===== config.mk =====
export PLATFORM = sky130hd
export DESIGN_NAME = cam_stream_reader
export DESIGN_NICKNAME = d
export VERILOG_FILES = /design/src/rtl/cam_pkg.sv /design/src/rtl/cam_byte_packer.sv /design/src/rtl/cam_stream_reader.sv
export SDC_FILE = /design/constraint.sdc
export NUM_CORES = 1
export LEC_CHECK = 0
export BUFFER_PORTS_ARGS = -buffer_cell sky130_fd_sc_hd__buf_2
export CAP_MARGIN = 20
export CORE_MARGIN = 1
export CORE_UTILIZATION = 45
export DETAILED_ROUTE_END_ITERATION = 8
export HOLD_SLACK_MARGIN = 0.08
export MAX_ROUTING_LAYER = met4
export PLACE_DENSITY = 0.67
export SLEW_MARGIN = 25
export SYNTH_ARGS = -nofsm -noshare
export SYNTH_HDL_FRONTEND = slang
export SYNTH_HIERARCHICAL = 1
export SYNTH_SLANG_ARGS = --single-unit

===== constraint.sdc =====
create_clock -name pclk -period 3.4 [get_ports pclk]
set_input_delay 0.68 -clock pclk [delete_from_list [all_inputs] [get_ports pclk]]
set_output_delay 0.68 -clock pclk [all_outputs]
set_load 0.01 [all_outputs]

===== src/rtl/cam_pkg.sv =====
`default_nettype none
// ============================================================================
//  Module      : cam_pkg
//  Description : Shared types and constants for the camera stream reader.
//                Holds the capture state encoding, default bus/counter widths
//                and the pixel-width helper.
//  Revision    : 1.0 - initial release
// ============================================================================
package cam_pkg;

    typedef enum logic [1:0] {
        ST_IDLE   = 2'd0,
        ST_ARMED  = 2'd1,
        ST_VBLANK = 2'd2,
        ST_ACTIVE = 2'd3
    } cam_state_t;

    localparam int c_default_data_w = 8;
    localparam int c_default_cnt_w  = 12;

    function automatic int cam_pix_w(input int data_w, input int bytes_per_pix);
        return data_w * bytes_per_pix;
    endfunction

endpackage
`default_nettype wire


===== src/rtl/cam_byte_packer.sv =====
`default_nettype none
// ============================================================================
//  Module      : cam_byte_packer
//  Description : Steers successive sensor bus words into the lanes of one
//                pixel. Presents the completed pixel combinationally in the
//                cycle its last word is on the bus, and discards a partial
//                pixel when the line ends early.
//  Ports       : pclk      - pixel clock
//                rst       - synchronous active-high reset
//                clear     - force the word index back to lane 0
//                en        - capture din this cycle
//                line_end  - the current line has ended
//                din       - sensor bus word
//                pix_done  - the word on din completes a pixel
//                pix_data  - completed pixel (valid with pix_done)
//                partial   - pulse: line ended with a pixel half-assembled
//  Revision    : 1.0 - initial release
// ============================================================================
module cam_byte_packer
    import cam_pkg::*;
#(
    parameter int DATA_W        = c_default_data_w,
    parameter int BYTES_PER_PIX = 2,
    parameter bit LSB_FIRST     = 1'b1,
    localparam int PIX_W        = cam_pix_w(DATA_W, BYTES_PER_PIX)
) (
    input  logic              pclk,
    input  logic              rst,
    input  logic              clear,
    input  logic              en,
    input  logic              line_end,
    input  logic [DATA_W-1:0] din,
    output logic              pix_done,
    output logic [PIX_W-1:0]  pix_data,
    output logic              partial
);

    localparam int c_idx_w = (BYTES_PER_PIX > 1) ? $clog2(BYTES_PER_PIX) : 1;
    localparam logic [c_idx_w-1:0] c_last_idx = c_idx_w'(BYTES_PER_PIX - 1);
    localparam logic [c_idx_w-1:0] c_idx_one  = c_idx_w'(1);

    logic [c_idx_w-1:0] r_byte_idx;
    logic [c_idx_w-1:0] w_lane;

    // MS-first ordering simply mirrors the lane index.
    assign w_lane   = LSB_FIRST ? r_byte_idx : (c_last_idx - r_byte_idx);
    assign pix_done = en && (r_byte_idx == c_last_idx);
    assign partial  = line_end && (r_byte_idx != '0);

    always_ff @(posedge pclk) begin
        if (rst || clear || line_end) begin
            r_byte_idx <= '0;
        end else if (en) begin
            r_byte_idx <= (r_byte_idx == c_last_idx) ? '0 : r_byte_idx + c_idx_one;
        end
    end

    // The lane being written this cycle is bypassed straight from din so the
    // full pixel is available in the same cycle as its last word.
    for (genvar k = 0; k < BYTES_PER_PIX; k++) begin : g_lane
        localparam logic [c_idx_w-1:0] c_lane = c_idx_w'(k);
        logic              w_hit;
        logic [DATA_W-1:0] r_lane;

        assign w_hit = en && (w_lane == c_lane);
        assign pix_data[k*DATA_W +: DATA_W] = w_hit ? din : r_lane;

        always_ff @(posedge pclk) begin
            if (rst) begin
                r_lane <= '0;
            end else if (w_hit) begin
                r_lane <= din;
            end
        end
    end

endmodule
`default_nettype wire


===== src/rtl/cam_stream_reader.sv =====
`default_nettype none
// ============================================================================
//  Module      : cam_stream_reader
//  Description : DVP/OV-style camera capture. Packs BYTES_PER_PIX bus words
//                into one pixel, tags it with x/y and start-of-frame/line,
//                and gives frame-aligned start/stop plus geometry/error
//                status. Optional crop window when CAM_STREAM_READER_CROP_EN
//                is defined (adds crop_x0/crop_y0/crop_w/crop_h inputs).
//  Ports       : pclk, rst           - clock, synchronous active-high reset
//                din, vsync, href    - sensor bus
//                start, stop         - capture control pulses
//                pixel_valid, pixel, pixel_x, pixel_y, sof, sol - pixel out
//                busy                - capture state is not idle
//                line_width, frame_lines, frame_count - last geometry
//                err_partial         - sticky: a line ended mid-pixel
//  Revision    : 1.0 - initial release
// ============================================================================
module cam_stream_reader
    import cam_pkg::*;
#(
    parameter int DATA_W        = c_default_data_w,
    parameter int BYTES_PER_PIX = 2,
    parameter bit LSB_FIRST     = 1'b1,
    parameter int CNT_W         = c_default_cnt_w,
    localparam int PIX_W        = cam_pix_w(DATA_W, BYTES_PER_PIX)
) (
    input  logic              pclk,
    input  logic              rst,
    input  logic [DATA_W-1:0] din,
    input  logic              vsync,
    input  logic              href,
    input  logic              start,
    input  logic              stop,
`ifdef CAM_STREAM_READER_CROP_EN
    input  logic [CNT_W-1:0]  crop_x0,
    input  logic [CNT_W-1:0]  crop_y0,
    input  logic [CNT_W-1:0]  crop_w,
    input  logic [CNT_W-1:0]  crop_h,
`endif
    output logic              pixel_valid,
    output logic [PIX_W-1:0]  pixel,
    output logic [CNT_W-1:0]  pixel_x,
    output logic [CNT_W-1:0]  pixel_y,
    output logic              sof,
    output logic              sol,
    output logic              busy,
    output logic [CNT_W-1:0]  line_width,
    output logic [CNT_W-1:0]  frame_lines,
    output logic [CNT_W-1:0]  frame_count,
    output logic              err_partial
);

    localparam logic [CNT_W-1:0] c_cnt_one = CNT_W'(1);
    localparam logic [CNT_W-1:0] c_cnt_max = '1;

    cam_state_t       r_state;
    cam_state_t       w_state_next;
    logic             r_stop_pend;
    logic             r_href_d;
    logic             r_first_pix;
    logic [CNT_W-1:0] r_x;
    logic [CNT_W-1:0] r_y;

    logic             w_active;
    logic             w_pack_en;
    logic             w_line_end;
    logic             w_frame_end;
    logic             w_start_ok;
    logic             w_enter_active;
    logic             w_line_has_pix;
    logic [CNT_W-1:0] w_y_next;
    logic             w_pix_done;
    logic [PIX_W-1:0] w_pix_data;
    logic             w_partial;
    logic [CNT_W-1:0] w_rel_x;
    logic [CNT_W-1:0] w_rel_y;
    logic             w_in_win;
    logic             w_emit;
    logic             w_sol;
    logic             w_sof;

    assign w_active       = (r_state == ST_ACTIVE);
    assign w_pack_en      = w_active && href && !vsync;
    // A vsync rise with href still high closes the line as if href fell.
    assign w_line_end     = w_active && r_href_d && (!href || vsync);
    assign w_frame_end    = w_active && vsync;
    assign w_start_ok     = (r_state == ST_IDLE) && start && !stop;
    assign w_enter_active = (r_state == ST_VBLANK) && !vsync;
    assign w_line_has_pix = (r_x != '0);
    assign w_y_next       = (w_line_end && w_line_has_pix) ? r_y + c_cnt_one : r_y;
    assign busy           = (r_state != ST_IDLE);

    cam_byte_packer #(
        .DATA_W        (DATA_W),
        .BYTES_PER_PIX (BYTES_PER_PIX),
        .LSB_FIRST     (LSB_FIRST)
    ) u_packer (
        .pclk     (pclk),
        .rst      (rst),
        .clear    (!w_active),
        .en       (w_pack_en),
        .line_end (w_line_end),
        .din      (din),
        .pix_done (w_pix_done),
        .pix_data (w_pix_data),
        .partial  (w_partial)
    );

`ifdef CAM_STREAM_READER_CROP_EN
    // Range tests use the wrapped differences so x0+w never overflows.
    assign w_rel_x  = r_x - crop_x0;
    assign w_rel_y  = r_y - crop_y0;
    assign w_in_win = (r_x >= crop_x0) && (w_rel_x < crop_w) &&
                      (r_y >= crop_y0) && (w_rel_y < crop_h);
`else
    assign w_rel_x  = r_x;
    assign w_rel_y  = r_y;
    assign w_in_win = 1'b1;
`endif

    assign w_emit = w_pix_done && w_in_win;
    // The first emitted pixel of a line is always at window column 0.
    assign w_sol  = (w_rel_x == '0);
    assign w_sof  = w_sol && r_first_pix;

    // ------------------------------------------------------------------
    // Capture state machine
    // ------------------------------------------------------------------
    always_ff @(posedge pclk) begin
        if (rst) begin
            r_state <= ST_IDLE;
        end else begin
            r_state <= w_state_next;
        end
    end

    always_comb begin
        w_state_next = r_state;
        case (r_state)
            ST_IDLE: begin
                if (w_start_ok) w_state_next = ST_ARMED;
            end
            ST_ARMED: begin
                if (stop)       w_state_next = ST_IDLE;
                else if (vsync) w_state_next = ST_VBLANK;
            end
            ST_VBLANK: begin
                if (!vsync)     w_state_next = ST_ACTIVE;
            end
            ST_ACTIVE: begin
                if (vsync)      w_state_next = (r_stop_pend || stop) ? ST_IDLE : ST_VBLANK;
            end
            default:            w_state_next = ST_IDLE;
        endcase
    end

    always_ff @(posedge pclk) begin
        if (rst) begin
            r_stop_pend <= 1'b0;
        end else if (w_state_next == ST_IDLE) begin
            r_stop_pend <= 1'b0;
        end else if (stop && ((r_state == ST_VBLANK) || (r_state == ST_ACTIVE))) begin
            r_stop_pend <= 1'b1;
        end
    end

    // ------------------------------------------------------------------
    // Position counters
    // ------------------------------------------------------------------
    always_ff @(posedge pclk) begin
        if (rst) begin
            r_href_d    <= 1'b0;
            r_x         <= '0;
            r_y         <= '0;
            r_first_pix <= 1'b0;
        end else begin
            r_href_d <= href;
            if (w_enter_active) begin
                r_x         <= '0;
                r_y         <= '0;
                r_first_pix <= 1'b1;
            end else begin
                if (w_pix_done && (r_x != c_cnt_max)) begin
                    r_x <= r_x + c_cnt_one;
                end
                if (w_line_end && w_line_has_pix) begin
                    r_x <= '0;
                end
                r_y <= w_y_next;
                if (w_emit && w_sof) begin
                    r_first_pix <= 1'b0;
                end
            end
        end
    end

    // ------------------------------------------------------------------
    // Registered pixel and status outputs
    // ------------------------------------------------------------------
    always_ff @(posedge pclk) begin
        if (rst) begin
            pixel_valid <= 1'b0;
            pixel       <= '0;
            pixel_x     <= '0;
            pixel_y     <= '0;
            sof         <= 1'b0;
            sol         <= 1'b0;
            line_width  <= '0;
            frame_lines <= '0;
            frame_count <= '0;
            err_partial <= 1'b0;
        end else begin
            pixel_valid <= w_emit;
            sof         <= w_emit && w_sof;
            sol         <= w_emit && w_sol;
            if (w_emit) begin
                pixel   <= w_pix_data;
                pixel_x <= w_rel_x;
                pixel_y <= w_rel_y;
            end
            if (w_line_end && w_line_has_pix) begin
                line_width <= r_x;
            end
            if (w_frame_end) begin
                frame_lines <= w_y_next;
                frame_count <= frame_count + c_cnt_one;
            end
            if (w_start_ok) begin
                err_partial <= 1'b0;
            end else if (w_partial) begin
                err_partial <= 1'b1;
            end
        end
    end

endmodule
`default_nettype wire


After elaboration in Yosys (flattened, before gate mapping) --
Cells that the tools add are included.
Storage, ports and cells: output and inout port bits 81, register bits 118
Cells by class: equal/unequal tests 4, add/subtract/negate cells 4, mux-type cells 12, bitwise gates (word level) 1, reduce and logical (&&, ||, !) cells 36
Operator list (count):
- $add 12x1->12 const B | 3
- $logic_and 1x1->1 | 17
- $logic_not 12->1 | 1
- $mux 12 | 1
- $mux 2 | 6
- $ne 12x12->1 const B | 1
- $reduce_bool 12->1 | 1
- $mux 8 | 1
- $pmux 2 s4 | 1
- $reduce_or 2->1 | 3
- $logic_or 1x1->1 | 5
- $eq 2x2->1 const B | 2
- $logic_not 1->1 | 4
- $logic_not 2->1 | 2
- $reduce_bool 2->1 | 2
- $mux 1 | 3
- $reduce_or 3->1 | 1
- $eq 2x1->1 const B | 1
- $add 1x1->1 const B | 1
- $not 1->1 | 1

Longest topological paths before layout --
Gate-level depths: netlist of run 1.
depth after elaboration 7, depth in mapped cells 10, depth with buffers taken out 9

Modules after synthesis --
Netlist of run 1, hierarchy kept.
Modules (own cells, without submodules):
- cam_stream_reader | cells an instance 476, area an instance 4406.7 µm², seq. area each 2182.1 µm², times used 1
- cam_byte_packer | cells an instance 84, area an instance 932.1 µm², seq. area each 340.3 µm², times used 1

Worst setup path after synthesis of run 1 --
OpenSTA, ideal clock, no wires.
kind in2reg, start point in vsync, end point reg pixel[15], data required time 3272 ps, library setup time 128 ps, buffers on the path 2, setup slack 753 ps, stages 8, data arrival time 2519 ps, cell sequence nand2b_1 > nor2_1 > nand2_2 > inv_2 > clkbuf_1 > buf_1 > mux2i_1 > nor2_1
Between the ends: cells in the longest elaborated chain, start to end 3
RTL lines:
- start, declared | RTL line cam_stream_reader.sv:30 | input logic vsync,
- $logic_not 1->1
- $logic_and 1x1->1 | RTL line cam_stream_reader.sv:83 | assign w_pack_en = w_active && href && !vsync;
- net w_pack_en | RTL line cam_stream_reader.sv:65 | logic w_pack_en;
- $logic_and 1x1->1 | RTL line cam_byte_packer.sv:47 | assign pix_done = en && (r_byte_idx == c_last_idx);
- net w_emit | RTL line cam_stream_reader.sv:78 | logic w_emit;
- end signal, assigned | RTL line cam_stream_reader.sv:217 | pixel <= w_pix_data;
- end, declared | RTL line cam_stream_reader.sv:41 | output logic [PIX_W-1:0] pixel,
The timed path passes the listed nets, and every way through them passes these cells. A chain may end at the register's enable or synchronous reset.

Worst setup path after layout of run 1 --
start point reg r_state[1], end point reg r_x[7]
Between the ends: cells in the longest elaborated chain, start to end 5, elaborated cells on any way between the ends 11, those cells by class eq/ne (2); reduce/logical (9)
RTL lines:
- start, declared | RTL line cam_stream_reader.sv:56 | cam_state_t r_state;
- start signal, assigned | RTL line cam_stream_reader.sv:133 | r_state <= w_state_next;
- $eq 2x2->1 | RTL line cam_stream_reader.sv:82 | assign w_active = (r_state == ST_ACTIVE);
- $logic_and 1x1->1 (2 in series) | RTL line cam_stream_reader.sv:83
- net w_pack_en | RTL line cam_stream_reader.sv:65
- $logic_and 1x1->1 | RTL line cam_byte_packer.sv:47
- net w_emit | RTL line cam_stream_reader.sv:78
- $logic_and 1x1->1 | RTL line cam_stream_reader.sv:183 | if (w_pix_done && (r_x != c_cnt_max)) begin
- end signal, assigned | RTL line cam_stream_reader.sv:184 | r_x <= r_x + c_cnt_one;
- end, declared | RTL line cam_stream_reader.sv:61 | logic [CNT_W-1:0] r_x;
The timed path passes the listed nets, and every way through them passes these cells.

==> implementation parameters, run 1 <==
Parameter                              Value

Timing
  Fraction of the cycle the final worst path needs ... 74.3%
  Final setup violating endpoints ... 0
  FMAX ... 396 MHz
  Worst setup skew after layout ... 0.0110 ns
  Max-Slew Margin vs Limit ... 33.0%
  Minimum hold slack ... 0.472 ns
  Worst-margin pin slew ... 1.01 ns
  Max Transition Viols Final ... 0
  Shortest clock period the worst path allows after layout ... 2.53 ns
  Post-Route Setup TNS ... 0 ns
  Count of final hold-check violations ... 0
  Post-route worst setup slack ... about 0.87 ns
  Unrepaired setup endpoints after global routing ... no

Place
  Number of port buffers ... between 90 and 100
  Routability congestion estimate ... approximately 0.8
  Setup slack after placement ... 0.614 ns
  Post-detailed-placement half-perimeter wirelength ... approximately 7900 um

Clock tree
  Number of levels the H-tree was split into ... 4
  Clock net sink count ... 126
  Worst-skew pair later-pin latency ... 0.42 ns
  Post-CTS resize count ... 0
  CTS buffer count ... 17
  CTS Hold Buffers Added ... 0
  TritonCTS clock tree ... done
  Clock root cell ... sky130_fd_sc_hd__clkbuf_16
  Maximum root-to-sink buffer count ... 2
  Register clock-pin slew on the reported worst setup and hold paths ... 0.05 ns
  Post CTS Setup Buffer Count ... 0

Global routing
  Number of antenna violations at the first check in global routing ... 0
  Pin count of the biggest net entering global routing ... 109
  Sum of overflow across all layers after global routing ... 0
  GR Util All Layers ... 21.0%
  Global-route wire length before repair ... about 20000 um
  Via count of the first global-routing pass ... 4187

Floorplan
  Starting Density ... 46.6%
  Die width ... 111 um
  Row count ... 39
  Die Outline Area ... ~0.012 mm^2
  Die extent in y ... ~110 um
  I/O pin total ... 95
  Placeable core region ... 0.0115 mm^2

Critical path
  Category of the most critical setup path ... reg2reg
  Register-to-register setup slack ... 0.87 ns
  Data arrival at the endpoint of the critical path ... between 2 and 3 ns
  Worst r2r dst ... r_x[7]$_SDFFE_PP0P_
  Critical path cell sequence ... and2_2 > inv_1 > nor2_1 > nand2_2 > inv_2 > buf_4 > nand2_1 > or4_1 > a21oi_1
  Depth of the worst register-to-register path ... 9
  Worst R2R Start ... r_state[1]$_SDFF_PP0_
  Category of the worst setup path capture point ... register
  Maximum fanout along the worst path ... 17
  Required time of the worst setup path ... 3.75 ns
  Crit-path max cell delay ... 0.48 ns
  Dominant delay contributor by cell family on the critical path ... simple AND/OR/NAND/NOR gates
  Crit start category ... register
  Critical Path Slowest Stage Cell ... sky130_fd_sc_hd__dfxtp_1
  Crit path buffers/inverters ... 3

Pwr
  Relative contribution of sequential cells to total power ... 44.3%
  Internal ... between 2 and 3 mW
  Portion of total power attributed to combinational logic ... 1.7%
  Worst IR drop on VDD ... ~0.36 mV
  Total power per unit cell area ... 520 mW/mm^2
  Leakage power ... 2.55 nW
  Part of the power in the clock network ... 54.0%
  Overall power consumption ... between 3 and 4 mW
  Share of total power consumed by net switching ... 20.2%
  Switching Power ... 675 uW

Detailed routing
  First drt pass iteration count ... 4
  Per-cell routed wire length ... 15.2 um
  Total detailed-routing wirelength ... 12200 um
  Antenna Nets Post-Route ... 0
  Drt drc ... 0
  Via count ... roughly 4300
  Starting DRT DRC Count ... 249
  Via density per instance ... 5.44

Cells and area
  Final-stage net count ... 660
  Area grow syn2layout ... 20.5%
  Proportion of layout cells with a drive suffix above 1 ... 24.0%
  Most frequent standard cell in the layout excluding fill and tap cells ... sky130_fd_sc_hd__dfxtp_1
  Share of the core filled with cells ... 56.1%
  Commonest cells after routing, fill and taps aside ... sky130_fd_sc_hd__dfxtp_1, sky130_fd_sc_hd__buf_2, sky130_fd_sc_hd__nor2_1
  Antenna diode count ... 0

Min path
  Path class of the lowest-slack min-delay path ... reg2reg
  Critical hold path startpoint ... line_width[10]$_SDFFE_PP0P_
  Endpoint of the worst hold path ... line_width[10]$_SDFFE_PP0P_
  Worst hold path cell count ... 2

Synthesis
  Post-synthesis share of cell area spent on and, or, nand and nor gates ... 19.9%
  Async S/R FF share, synth ... 0%
  Fraction of the yosys area taken by sequential cells ... a little under half
  Number of synthesized flops with an enable pin ... 0
  Nets in the synthesized netlist ... 578
  Number of warnings printed during yosys synthesis ... 6
  Cell Area, Synth ... between 0.005 and 0.006 mm^2
  Main flop type after synthesis ... sky130_fd_sc_hd__dfxtp_1
  Post-synthesis sequential element count ... ~130
  Synthesized-area fraction occupied by ao, oa, aoi and oai cells ... 10.9%
  Synthesized instance count ... 560
  Post-synthesis share of cell area spent on full adders, half adders and majority gates ... less than 1%
  Average instance area after synthesis ... 9.53 um^2
  Combinational family with the most area after synthesis ... simple AND/OR/NAND/NOR gates
  Xor/xnor cell area share of the yosys netlist ... 2.13%
  Multiplexer fraction of the synthesized cell area ... about 14%
  Number of library cell types mapped by synthesis ... 51

Job
  Max cap viols ... 0

Run status
  Run status ... finished clean
-- flip-flops by register name, summed over array words and instances, names as in the netlist, 2 cells and up --
signal / cells
u_packer/g_lane.r_lane: 16
pixel_x: 12
r_state: 2
frame_lines: 12
frame_count: 12
pixel_y: 12
line_width: 12
r_x: 12
r_y: 12
pixel: 16
-- worst min-delay path, cell delays in order, from the launching register on --
cell	delay, ns
sky130_fd_sc_hd__dfxtp_1	0.30
sky130_fd_sc_hd__o21ai_0	0.06
sky130_fd_sc_hd__a21oi_1	0.06
-- cell type report --
type                    instances  area (um^2)
repair buffers                 99          520
clock inverters                 6         80.1
fillers                      1014         5030
well taps                     143          179
inverters                      12         45.0
multi-input cells             386         2580
flip-flops and latches        126         2520
clock buffers                  26          509
-- cell usage after synthesis, types with 6 or more instances --
library cell,instances,area [um^2]
sky130_fd_sc_hd__dfxtp_1,126,2520
sky130_fd_sc_hd__nor2_1,67,251
sky130_fd_sc_hd__mux2i_1,57,571
sky130_fd_sc_hd__a21oi_1,38,190
sky130_fd_sc_hd__nand2b_1,27,169
sky130_fd_sc_hd__nand2_1,20,75.1
sky130_fd_sc_hd__clkbuf_1,19,71.3
sky130_fd_sc_hd__nand3_1,19,95.1
sky130_fd_sc_hd__o21ai_0,19,95.1
sky130_fd_sc_hd__a311oi_1,12,105
sky130_fd_sc_hd__mux2_2,12,135
sky130_fd_sc_hd__inv_1,11,41.3
sky130_fd_sc_hd__nand4_1,11,68.8
sky130_fd_sc_hd__buf_2,10,50.1
sky130_fd_sc_hd__o31ai_1,10,75.1
sky130_fd_sc_hd__or3_1,10,62.6
sky130_fd_sc_hd__xnor2_1,10,87.6
sky130_fd_sc_hd__or4_1,9,67.6
sky130_fd_sc_hd__and3_1,7,43.8
sky130_fd_sc_hd__nor3_1,6,30.0
sky130_fd_sc_hd__nor4_1,6,37.5
-- layer usage --
metal  GRT usage [%]  up-vias  routed length, um
li1                -     2167                  -
met1            25.9     2051               5630
met2            32.1      112               5790
met3            5.08       14                567
met4            10.3        0                177
met5               -        -                  0
-- cell families after synthesis --
family / count (synthesis)
multiplexers: 73
AND/OR/NAND/NOR: 201
flip-flops: 126
buffers and inverters: 48
XOR/XNOR: 13
AO/OA/AOI/OAI: 95
adder cells (fa/ha/maj): 4
-- metrics by stage --
| step | cells | area, um^2 |
|---|---|---|
| after floorplan | 560 | 5340 |
| final | 798 | 6430 |
| after detailed placement | 766 | 5840 |
| after global placement | 766 | 5840 |
| after CTS | 798 | 6430 |
| after global routing | 798 | 6430 |
-- worst max path at each step --
stage | depth (start not counted) | end | start
2_1_floorplan | 8 | pixel[15]$_SDFFE_PP0P_ | vsync
3_3_place_gp | 9 | r_x[6]$_SDFFE_PP0P_ | vsync
3_5_place_dp | 9 | r_x[6]$_SDFFE_PP0P_ | vsync
4_1_cts | 9 | r_x[7]$_SDFFE_PP0P_ | r_state[1]$_SDFF_PP0_
5_1_grt | 9 | r_x[7]$_SDFFE_PP0P_ | r_state[1]$_SDFF_PP0_
6_report | 9 | r_x[7]$_SDFFE_PP0P_ | r_state[1]$_SDFF_PP0_
-- power by group through the flow --
| stage | Combinational, mW | Sequential (mW) | Clock (mW) |
|---|---|---|---|
| 2_1_floorplan | 0.0358 | 1.51 | 0 |
| 3_3_place_gp | 0.0548 | 1.51 | 0 |
| 3_5_place_dp | 0.0559 | 1.51 | 0 |
| 4_1_cts | 0.0563 | 1.48 | 1.83 |
| 5_1_grt | 0.0613 | 1.48 | 1.91 |
| 6_report | 0.0558 | 1.48 | 1.81 |
Power figures use the tool's default switching activity.
==> run 2, diff against run 1 <==
clock period = 2.64 ns   (was 3.4 ns; I/O delays follow)
==> implementation parameters, run 2 (synthesized netlist as in run 1, its figures left out) <==
Parameter                              Value

Clock tree
  Number of levels the H-tree was split into ... 4
  Maximum root-to-sink buffer count ... 2
  Clock root cell ... sky130_fd_sc_hd__clkbuf_16
  Register clock-pin slew on the reported worst setup and hold paths ... 0.05 ns
  CTS buffer count ... 17
  Clock net sink count ... 126
  TritonCTS clock tree ... done
  CTS Hold Buffers Added ... 0
  Post-CTS resize count ... 0
  Post CTS Setup Buffer Count ... 0
  Worst-skew pair later-pin latency ... ~0.41 ns

Job
  Max cap viols ... 0

Critical path
  Crit start category ... register
  Worst r2r dst ... frame_lines[11]$_SDFFE_PP0P_
  Category of the most critical setup path ... reg2reg
  Category of the worst setup path capture point ... register
  Register-to-register setup slack ... ~0.23 ns
  Required time of the worst setup path ... ~3 ns
  Maximum fanout along the worst path ... 29
  Worst R2R Start ... r_x[0]$_SDFFE_PP0P_
  Depth of the worst register-to-register path ... 6
  Data arrival at the endpoint of the critical path ... 2.73 ns

Floorplan
  Placeable core region ... 0.0115 mm^2
  Die width ... 111 um
  Starting Density ... 46.6%
  I/O pin total ... 95
  Die Outline Area ... about 0.012 mm^2
  Row count ... 39
  Die extent in y ... ~110 um

Timing
  Worst-margin pin slew ... 0.947 ns
  Post-Route Setup TNS ... 0 ns
  Worst setup skew after layout ... between 0.006 and 0.007 ns
  Post-route worst setup slack ... 0.229 ns
  FMAX ... 415 MHz
  Max Transition Viols Final ... 0
  Unrepaired setup endpoints after global routing ... no
  Final setup violating endpoints ... 0
  Shortest clock period the worst path allows after layout ... 2.41 ns
  Fraction of the cycle the final worst path needs ... 91.3%
  Count of final hold-check violations ... 0
  Max-Slew Margin vs Limit ... 36.9%

Place
  Routability congestion estimate ... just over 0.8
  Setup slack after placement ... 0.226 ns
  Number of placed cells counting well taps ... a little under 800
  Number of port buffers ... 94
  Post-detailed-placement half-perimeter wirelength ... approximately 8300 um

Cells and area
  Share of the core filled with cells ... between 50% and 60%
  Biggest regs ... pixel: 16 flops, u_packer/g_lane.r_lane: 16 flops
  Register Area ... ~0.0025 mm^2
  Most frequent standard cell in the layout excluding fill and tap cells ... sky130_fd_sc_hd__dfxtp_1
  Area grow syn2layout ... 21.1%
  Total area of multi-input combinational cells ... about 0.0026 mm^2
  Count of filler cells inserted in the layout ... 1021
  Final-stage net count ... 672
  Fin cells ... 809
  Commonest cells after routing, fill and taps aside ... sky130_fd_sc_hd__dfxtp_1, sky130_fd_sc_hd__buf_2, sky130_fd_sc_hd__nor2_1
  Proportion of layout cells with a drive suffix above 1 ... 25.2%
  Antenna diode count ... 0

Pwr
  Worst IR drop on VDD ... 0.498 mV
  Relative contribution of sequential cells to total power ... 47.0%
  Portion of total power attributed to combinational logic ... 1.8%
  Leakage power ... 2.58 nW
  Switching Power ... between 800 and 900 uW
  Total power per unit cell area ... 629 mW/mm^2
  Share of total power consumed by net switching ... 21.0%
  Part of the power in the clock network ... 51.2%
  Internal ... 3.21 mW

Global routing
  GR Util All Layers ... 20.8%
  Number of antenna violations at the first check in global routing ... 0
  Via count of the first global-routing pass ... 4170
  Pin count of the biggest net entering global routing ... 58
  Sum of overflow across all layers after global routing ... 0
  Global-route wire length before repair ... 19900 um

Detailed routing
  Via density per instance ... roughly 5.4
  Drt drc ... 0
  Starting DRT DRC Count ... 271
  First drt pass iteration count ... 4
  Per-cell routed wire length ... 14.9 um
  Via count ... 4398
  Total detailed-routing wirelength ... 12100 um
  Antenna Nets Post-Route ... 0

Min path
  Path class of the lowest-slack min-delay path ... in2reg
  Endpoint of the worst hold path ... r_href_d$_SDFF_PP0_
  Worst hold path cell count ... 2
  Critical hold path startpoint ... href

Run status
  Run status ... finished clean
run 2: changes by cell type in the layout (fill, tap and decap cells not counted), sizes merged:
| cell | before | now |
|---|---|---|
| buf | 99 | 111 |
| bufinv | 2 | 0 |
| clkbuf | 26 | 24 |
| clkinv | 4 | 6 |
| clkinvlp | 0 | 1 |
run 2: how the worst max path moves through the flow:
stage / from / end / cells after the start
after floorplan: vsync / pixel[15]$_SDFFE_PP0P_ / 8
after global placement: vsync / r_x[6]$_SDFFE_PP0P_ / 9
after detailed placement: vsync / r_x[7]$_SDFFE_PP0P_ / 9
after CTS: r_x[0]$_SDFFE_PP0P_ / frame_lines[11]$_SDFFE_PP0P_ / 6
after global routing: r_x[0]$_SDFFE_PP0P_ / frame_lines[11]$_SDFFE_PP0P_ / 6
final: r_x[0]$_SDFFE_PP0P_ / frame_lines[11]$_SDFFE_PP0P_ / 6
run 2: area by class of cell:
type	count	share of cell area [%]
Tap cell	143	2.77
Sequential cell	126	39.0
Clock buffer	24	7.61
Clock inverter	7	0.581
Multi-Input combinational cell	386	39.9
Inverter	12	0.697
Timing Repair Buffer	111	9.45
run 2: through the flow:
stage	power [mW]	hold WS, ns	instance area [um^2]
after floorplan	1.99	0.445	5340
after global placement	2.02	0.456	5930
after detailed placement	2.02	0.463	5930
after CTS	4.11	0.331	6460
after global routing	4.20	0.367	6460
final	4.06	0.342	6460
run 2: critical path, cell delays in order, from the launching register on:
cell and delay (ns):
sky130_fd_sc_hd__dfxtp_1 0.41, sky130_fd_sc_hd__inv_1 0.10, sky130_fd_sc_hd__ha_1 0.23, sky130_fd_sc_hd__nor4b_2 0.17, sky130_fd_sc_hd__and3_1 0.49, sky130_fd_sc_hd__or4_4 0.64, sky130_fd_sc_hd__a311oi_1 0.28
run 2: power by group through the flow:
stage	registers, mW	clock network, mW	logic, mW
after floorplan	1.95	0	0.0460
after global placement	1.95	0	0.0725
after detailed placement	1.95	0	0.0742
after CTS	1.91	2.13	0.0746
after global routing	1.91	2.21	0.0812
final	1.91	2.08	0.0742
run 2: layer usage:
metal	GRT usage (%)	vias up	wire [um]
li1	-	2193	-
met1	25.3	2088	5650
met2	33.2	105	5740
met3	5.25	12	550
met4	7.82	0	150
met5	-	-	0
